--- config.mk ---
export PLATFORM = sky130hd
export DESIGN_NAME = multi_sync_edge_filter
export DESIGN_NICKNAME = d
export VERILOG_FILES = /design/src/rtl/multi_sync_edge_filter.sv
export SDC_FILE = /design/constraint.sdc
export NUM_CORES = 1
export LEC_CHECK = 0
export ABC_AREA = 1
export BUFFER_PORTS_ARGS = -buffer_cell sky130_fd_sc_hd__clkbuf_2
export CORE_AREA = 2 2 39 41
export CTS_BUF_LIST = sky130_fd_sc_hd__clkbuf_16
export CTS_CLUSTER_SIZE = 8
export DETAILED_ROUTE_END_ITERATION = 10
export DIE_AREA = 0 0 41 43
export SETUP_SLACK_MARGIN = 0.15
export SLEW_MARGIN = 0
export SYNTH_ARGS = -nofsm -noshare
export SYNTH_HDL_FRONTEND = slang
export SYNTH_SLANG_ARGS = --single-unit
--- constraint.sdc ---
create_clock -name clk_fast -period 1.25 [get_ports clk_fast]
set_input_delay 0.25 -clock clk_fast [delete_from_list [all_inputs] [get_ports clk_fast]]
set_output_delay 0.25 -clock clk_fast [all_outputs]
set_load 0.1 [all_outputs]
--- src/rtl/multi_sync_edge_filter.sv ---
`default_nettype none
// +--------------------------------------------------------------------------+
// | multi_sync_edge_filter: per-bit CDC synchroniser, glitch filter, edge    |
// | strobes.                                                     Rev 1.0     |
// +--------------------------------------------------------------------------+
module multi_sync_edge_filter #(
  parameter int WIDTH      = 4,
  parameter int STAGES     = 2,
  parameter int FILTER_LEN = 0,
  parameter int EDGE_MODE  = 0
) (
  input  logic             clk_fast,
  input  logic             rst,
  input  logic [WIDTH-1:0] a,
  output logic [WIDTH-1:0] b,
  output logic [WIDTH-1:0] b_pulse
);

  if (STAGES < 2) begin : g_chk_stages
    $error("multi_sync_edge_filter: STAGES must be >= 2");
  end
  if (EDGE_MODE < 0 || EDGE_MODE > 2) begin : g_chk_mode
    $error("multi_sync_edge_filter: EDGE_MODE must be 0, 1 or 2");
  end

  logic [STAGES-1:0][WIDTH-1:0] sync_q;
  logic [WIDTH-1:0]             sync_w;
  logic [WIDTH-1:0]             filt_w;
  logic [WIDTH-1:0]             filt_dly_q;
  logic [WIDTH-1:0]             rise_w;
  logic [WIDTH-1:0]             fall_w;

  // Plain flop chain; nothing may sit between stages.
  always_ff @(posedge clk_fast) begin
    if (rst) begin
      sync_q <= '0;
    end else begin
      sync_q <= {sync_q[STAGES-2:0], a};
    end
  end

  assign sync_w = sync_q[STAGES-1];

  if (FILTER_LEN == 0) begin : g_no_filter
    assign filt_w = sync_w;
  end else begin : g_filter
    localparam int              CNT_W    = $clog2(FILTER_LEN + 1);
    localparam logic [CNT_W-1:0] CNT_LAST = CNT_W'(FILTER_LEN - 1);

    for (genvar i = 0; i < WIDTH; i++) begin : g_ch
      logic [CNT_W-1:0] cnt_q;
      logic [CNT_W-1:0] cnt_d;
      logic             filt_q;
      logic             filt_d;

      // A new level is accepted only after FILTER_LEN consecutive differing samples.
      always_comb begin
        cnt_d  = cnt_q;
        filt_d = filt_q;
        if (sync_w[i] == filt_q) begin
          cnt_d = '0;
        end else if (cnt_q == CNT_LAST) begin
          filt_d = sync_w[i];
          cnt_d  = '0;
        end else begin
          cnt_d = cnt_q + 1'b1;
        end
      end

      always_ff @(posedge clk_fast) begin
        if (rst) begin
          cnt_q  <= '0;
          filt_q <= 1'b0;
        end else begin
          cnt_q  <= cnt_d;
          filt_q <= filt_d;
        end
      end

      assign filt_w[i] = filt_q;
    end
  end

  always_ff @(posedge clk_fast) begin
    if (rst) begin
      filt_dly_q <= '0;
    end else begin
      filt_dly_q <= filt_w;
    end
  end

  assign rise_w  = filt_w & ~filt_dly_q;
  assign fall_w  = ~filt_w & filt_dly_q;
  assign b       = filt_w;
  assign b_pulse = (EDGE_MODE == 0) ? rise_w :
                   (EDGE_MODE == 1) ? fall_w : (rise_w | fall_w);

endmodule
`default_nettype wire

After elaboration in Yosys (flattened, before gate mapping) --
Cells that the tools add are included. Widths: inputs -> output; s select.
Storage, ports and cells: register bits after elaboration 12, bits in latches 0, bits in writable memories 0, memory bits (read-only) 0, input port bits 6, logic and storage cells 5, memories 0
Cells by class: $add $sub $neg 0, multiply operators 0, div/mod/pow operators 0, order comparisons 0, eq/ne operators 0, shifts and indexed selects 0, muxes and demuxes 0, bitwise logic cells 2, reduce and logical (&&, ||, !) cells 0
Operators with widths (number):
- $and 4x4->4 | 1
- $not 4->4 | 1

Longest topological paths before layout --
Gate-level depths: netlist of run 1.
word-level depth 2, mapped depth 2, gate-level depth less buffers 2

Worst setup path before layout of run 1 --
Ideal clock, no wire load.
kind flip-flop to output port, from register sync_q, in the netlist b[0], to output port b_pulse[0], data arrival time 1.610 ns, data required time 1.000 ns, path slack -0.610 ns, stages on the path, launching flop included 3, cell sequence dfxtp_1 -> inv_1 -> nor2_1
On the way: word-level cells in the longest chain between the ends 1
RTL lines:
- from (decl) | line 26 | logic [STAGES-1:0][WIDTH-1:0] sync_q;
- from (signal assigned) | line 38 | sync_q <= {sync_q[STAGES-2:0], a};
- $and 4x4->4 | line 92 | assign rise_w = filt_w & ~filt_dly_q;
- to (decl) | line 16 | output logic [WIDTH-1:0] b_pulse
Every way passes these cells.

Final worst setup path of run 1 --
from register sync_q, in the netlist b[1], to output port b_pulse[1]
Same word-level chain as after synthesis.

==> impl_metrics.csv, run 1 <==
group,metric,value,unit
clocking,clock_latency,0.23,ns
power,peakVddDrop,0.730,mV
timing,period_minus_slack,1.14,ns
timing,maxSlewHeadroom,85.4,%
yosys,synth-adder-area-share,0,%
layout,layout.cells.non_filler,76,
flow_run,cap_viol_max_count,0,
yosys,syn_avg_cell_area,8.59,sq um
clocking,cts_root_buffer,"clkbuf_16",
critical_path,r2r-start,"b[0]$_SDFF_PP0_",
clocking,cts_tree,"done",
critical_path,crit_required,1.00,ns
routing,vias_per_cell,3.70,
timing,max_freq,0.876,GHz
yosys,synth_area,387,sq um
global_route,grt_usage,9.90,%
global_route,overflow,0,
yosys,yosysSeqAreaShare,62.1,%
routing,post_drt_wl_per_cell,7.50,um
floorplanning,chipHeight,43,um
yosys,synthDistinctLibCells,5,
global_route,grt_max_degree,13,
layout,fillers,124,
routing,remaining_drc_errors,0,
layout,layout_common_cells,"nor2_1 (12), inv_1 (9), dfxtp_1 (8), buf_12 (8), clkbuf_2 (5)",
routing,ant_nets,0,
layout,drive_gt1_share,51.7,%
critical_path,cp.arrival,0.89,ns
timing,hold_slack,0.204,ns
clocking,cts_buffer_depth,2,
run_status,status,"finished, final reports clean",
layout,syn2layout_area_growth,80.6,%
power,power_leakage,0.327,nW
layout,register_area,245,sq um
global_route,grt_first_pass_wirelength,1.09,mm
yosys,yosys.area_share.simple,15.5,%
critical_path,path_class,"reg2out",
hold_path,hp-class,"in2reg",
floorplanning,start_util,27.9,%
layout,n_antenna_cell,0,
floorplanning,floorplan.rows,14,
hold_path,hold_start,"a[1]",
timing,clock_skew,0.000195,ns
timing,tns,0,ns
timing,drv_slew,0,
placed_design,dp_slack,0.252,ns
clocking,cts.clk_slew.worst_paths,0.04,ns
routing,drtIter0Drc,0,
yosys,synth_top_family_by_area,"buffers and inverters",
critical_path,r2r_end,"filt_dly_q[0]$_SDFF_PP0_",
hold_path,holdPathEnd,"sync_q[1]$_SDFF_PP0_",
critical_path,r2r_setup_slack,0.68,ns
clocking,cts_max_level,1,
timing,finalHoldViolCount,0,
routing,num_vias,281,
clocking,cts_buffers,3,
floorplanning,die_area,1760,sq um
yosys,netlist_instances,45,
critical_path,crit_path_end_kind,"output pin",
routing,wl,570,um
routing,drt-pass1-iter-count,1,
power,power.density,1610,nW/um^2
yosys,synth_xor_area_share,0,%
yosys,synth_mux_area_share,0,%
critical_path,critPathMaxFanout,2,
layout,finalNetCount,68,
placed_design,dp_cells,69,
clocking,cts.sinks,12,
floorplanning,core_region_area,1380,sq um
critical_path,rr_worst_depth,2,
timing,setup_slack,0.109,ns
placed_design,dp_hpwl,412,um
timing,setup_viol,0,
placed_design,io_buffers,13,
yosys,yosysWarnings,0,
timing,rsz0062_at_grt,"true",
floorplanning,io_pins,14,
global_route,antenna_found_initial,0,
critical_path,worstSetupStartpointType,"flip-flop",
timing,period_share,91.3,%
yosys,ys_ff_latch,12,
layout,final_common_cell,"nor2_1",
floorplanning,die_x,41,um
layout,multi_input_area,90.1,sq um
timing,tightest_slew,0.219,ns
clocking,cts_hold_buffers,0,
yosys,synth_nets,51,
hold_path,hold_depth,3,
global_route,grt_pass1_vias,281,
placed_design,place.gp.congestion,0.519,
yosys,synth_compound_area_share,0,%
## per-stage QoR
stage | utilization [%] | instance area (sq um) | power (W)
floorplan | - | 417 | 0.000522
global placement | 42.0 | 581 | 0.000568
detailed placement | 42.0 | 581 | 0.000571
CTS | 49.9 | 691 | 0.00114
global route | 50.5 | 698 | 0.00117
finish | 50.5 | 698 | 0.00112
## cells in the mapped netlist
| cell type | number | area, sq um |
|---|---|---|
| buf_4 | 4 | 30.0 |
| buf_6 | 1 | 11.3 |
| dfxtp_1 | 12 | 240 |
| inv_1 | 12 | 45.0 |
| nor2_1 | 16 | 60.1 |
## worst max-delay path by stage
stage,from,to
4_1_cts,b[0]$_SDFF_PP0_,b_pulse[0]
3_3_place_gp,b[1]$_SDFF_PP0_,b_pulse[1]
3_5_place_dp,b[0]$_SDFF_PP0_,b_pulse[0]
2_1_floorplan,b[0]$_SDFF_PP0_,b_pulse[0]
6_report,b[1]$_SDFF_PP0_,b_pulse[1]
5_1_grt,b[0]$_SDFF_PP0_,b_pulse[0]
## area by class of cell
type / instances / area share (%)
Inverter: 12 / 6.45
Timing Repair Buffer: 17 / 31.9
Clock buffer: 3 / 10.8
Sequential cell: 12 / 35.1
Multi-Input combinational cell: 16 / 12.9
Tap cell: 16 / 2.87
## registers in the layout (all words and copies together) (netlist names)
signal      count
b               4
sync_q          4
filt_dly_q      4
## worst max-delay path, cell delays in order (launching register included)
cell and delay [ns]:
dfxtp_2 0.34, inv_2 0.05, nor2_4 0.09, buf_12 0.18
## logic make-up after synthesis
family	Yosys count
buffers and inverters	17
and+or+nand+nor	16
DFF	12
## where the power goes
part	internal, W	leakage [nW]	switching, W
Clock	0.000414	0.0370	0.000135
Sequential	0.000401	0.100	0.00000761
Combinational	0.0000610	0.190	0.000105
## routing by layer
metal / GRT usage (%) / wire (um) / vias up
li1: - / - / 151
met1: 10.5 / 210 / 119
met2: 14.1 / 315 / 9
met3: 3.14 / 24 / 2
met4: 10.0 / 19 / 0
met5: 0 / 0 / -
## repair_timing
action | in CTS | in global routing
cloned | 0 | 0
gates resized for setup | 7 | 2
pin swaps | 0 | 0
buffers inserted | 4 | 0
endpoints found under the setup margin | 4 | 8
No activity file was read; power rests on OpenSTA's default activity.
==> inputs of run 2 (changes only) <==
--- a/config.mk
+++ b/config.mk
@@ -8,10 +8,11 @@
 export ABC_AREA = 1
 export BUFFER_PORTS_ARGS = -buffer_cell sky130_fd_sc_hd__clkbuf_2
 export CORE_AREA = 2 2 39 41
-export CTS_BUF_LIST = sky130_fd_sc_hd__clkbuf_16
+export CTS_BUF_LIST = sky130_fd_sc_hd__clkbuf_8
 export CTS_CLUSTER_SIZE = 8
 export DETAILED_ROUTE_END_ITERATION = 10
 export DIE_AREA = 0 0 41 43
+export HOLD_SLACK_MARGIN = 0.05
 export SETUP_SLACK_MARGIN = 0.15
 export SLEW_MARGIN = 0
 export SYNTH_ARGS = -nofsm -noshare
==> impl_metrics.csv, run 2 (synthesized netlist as in run 1, its figures left out) <==
group,metric,value,unit
global_route,overflow,0,
timing,max_freq,0.871,GHz
routing,ant_nets,0,
routing,drt-pass1-iter-count,1,
layout,fillers,136,
clocking,cts_root_buffer,"clkbuf_8",
placed_design,dpl_cell_area,581,sq um
placed_design,io_buffers,13,
critical_path,crit_required,1.00,ns
timing,maxSlewHeadroom,85.2,%
placed_design,dp_hpwl,412,um
routing,wl,572,um
layout,final_common_cell,"nor2_1",
clocking,cts_buffers,3,
layout,syn2layout_area_growth,71.8,%
hold_path,hp-class,"in2reg",
floorplanning,io_pins,14,
power,peakVddDrop,0.592,mV
global_route,grt_usage,9.91,%
power,power_leakage,0.310,nW
global_route,grt_max_degree,13,
floorplanning,start_util,27.9,%
timing,tightest_slew,0.223,ns
critical_path,critPathMaxFanout,2,
layout,fin_area,664,sq um
timing,drv_slew,0,
floorplanning,chipHeight,43,um
clocking,cts_max_level,1,
critical_path,cp.arrival,0.90,ns
routing,vias_per_cell,3.75,
routing,post_drt_wl_per_cell,7.53,um
flow_run,cap_viol_max_count,0,
routing,num_vias,285,
timing,period_minus_slack,1.15,ns
global_route,grt_pass1_vias,284,
clocking,cts_tree,"done",
critical_path,worstSetupStartpointType,"flip-flop",
placed_design,place.gp.congestion,0.519,
layout,layout_common_cells,"nor2_1 (12), inv_1 (8), dfxtp_1 (8), buf_12 (8), clkbuf_2 (5)",
clocking,clock_latency,0.23,ns
global_route,grt_first_pass_wirelength,1.10,mm
layout,drive_gt1_share,53.3,%
routing,drtIter0Drc,0,
clocking,cts_hold_buffers,0,
global_route,antenna_found_initial,0,
timing,period_share,91.9,%
critical_path,crit_path_end_kind,"output pin",
timing,finalHoldViolCount,0,
floorplanning,die_x,41,um
clocking,cts.clk_slew.worst_paths,0.05,ns
clocking,cts.sinks,12,
clocking,cts_buffer_depth,2,
floorplanning,die_area,1760,sq um
run_status,status,"finished, final reports clean",
timing,rsz0062_at_grt,"true",
power,power.density,1350,nW/um^2
layout,n_antenna_cell,0,
floorplanning,floorplan.rows,14,
critical_path,path_class,"reg2out",
timing,setup_viol,0,
routing,remaining_drc_errors,0,
timing,clock_skew,0.000209,ns
floorplanning,core_region_area,1380,sq um
layout,finalNetCount,68,
timing,tns,0,ns
-- run 2: worst max-delay path, stage by stage, from the launching register on --
cell and delay, ns:
dfxtp_2 0.33, inv_2 0.05, nor2_4 0.11, buf_12 0.18
-- run 2: report_power, final --
part / internal [W] / total (W) / switching [W]
clock: 0.000210 / 0.000324 / 0.000114
sequential: 0.000401 / 0.000409 / 0.00000795
combinational: 0.0000615 / 0.000167 / 0.000105
-- run 2: path summary, 6_finish.rpt --
kind	start	end	slack, ns	depth (start not counted)
worst min register to register	sync_q[2]$_SDFF_PP0_	b[2]$_SDFF_PP0_	0.39	2
worst max-delay path	b[1]$_SDFF_PP0_	b_pulse[1]	0.10	3
worst min-delay path	a[1]	sync_q[1]$_SDFF_PP0_	0.21	3
worst max register to register	b[2]$_SDFF_PP0_	filt_dly_q[2]$_SDFF_PP0_	0.70	2
-- run 2: repair_timing --
item / in CTS / in global routing
cloned: 0 / 0
resized for setup: 6 / 4
buffers inserted: 4 / 0
endpoints found under the setup margin: 4 / 8
pin swaps: 0 / 1
-- run 2: through the flow --
| stage | total power [W] | setup WS, ns | hold WS, ns | cells | util [%] |
|---|---|---|---|---|---|
| after floorplan | 0.000522 | 0.158 | 0.321 | 45 | - |
| after global placement | 0.000568 | 0.276 | 0.390 | 69 | 42.0 |
| after detailed placement | 0.000571 | 0.252 | 0.395 | 69 | 42.0 |
| after CTS | 0.000906 | 0.105 | 0.204 | 76 | 47.5 |
| after global routing | 0.000946 | 0.0688 | 0.209 | 76 | 48.0 |
| final | 0.000899 | 0.101 | 0.205 | 76 | 48.0 |
-- run 2: layout make-up --
class | count | area, sq um | area share (%)
Inverter | 12 | 45.0 | 6.78
Clock buffer | 3 | 41.3 | 6.21
Sequential cell | 12 | 245 | 36.9
Multi-Input combinational cell | 16 | 90.1 | 13.6
Timing Repair Buffer | 17 | 223 | 33.5
Tap cell | 16 | 20.0 | 3.01
-- run 2: routing by layer --
metal / vias to the layer above / share of wire [%] / track usage, %
li1: 151 / - / -
met1: 121 / 36 / 10.2
met2: 11 / 55 / 14.4
met3: 2 / 5.2 / 3.14
met4: 0 / 3.3 / 10.0
met5: - / 0 / 0
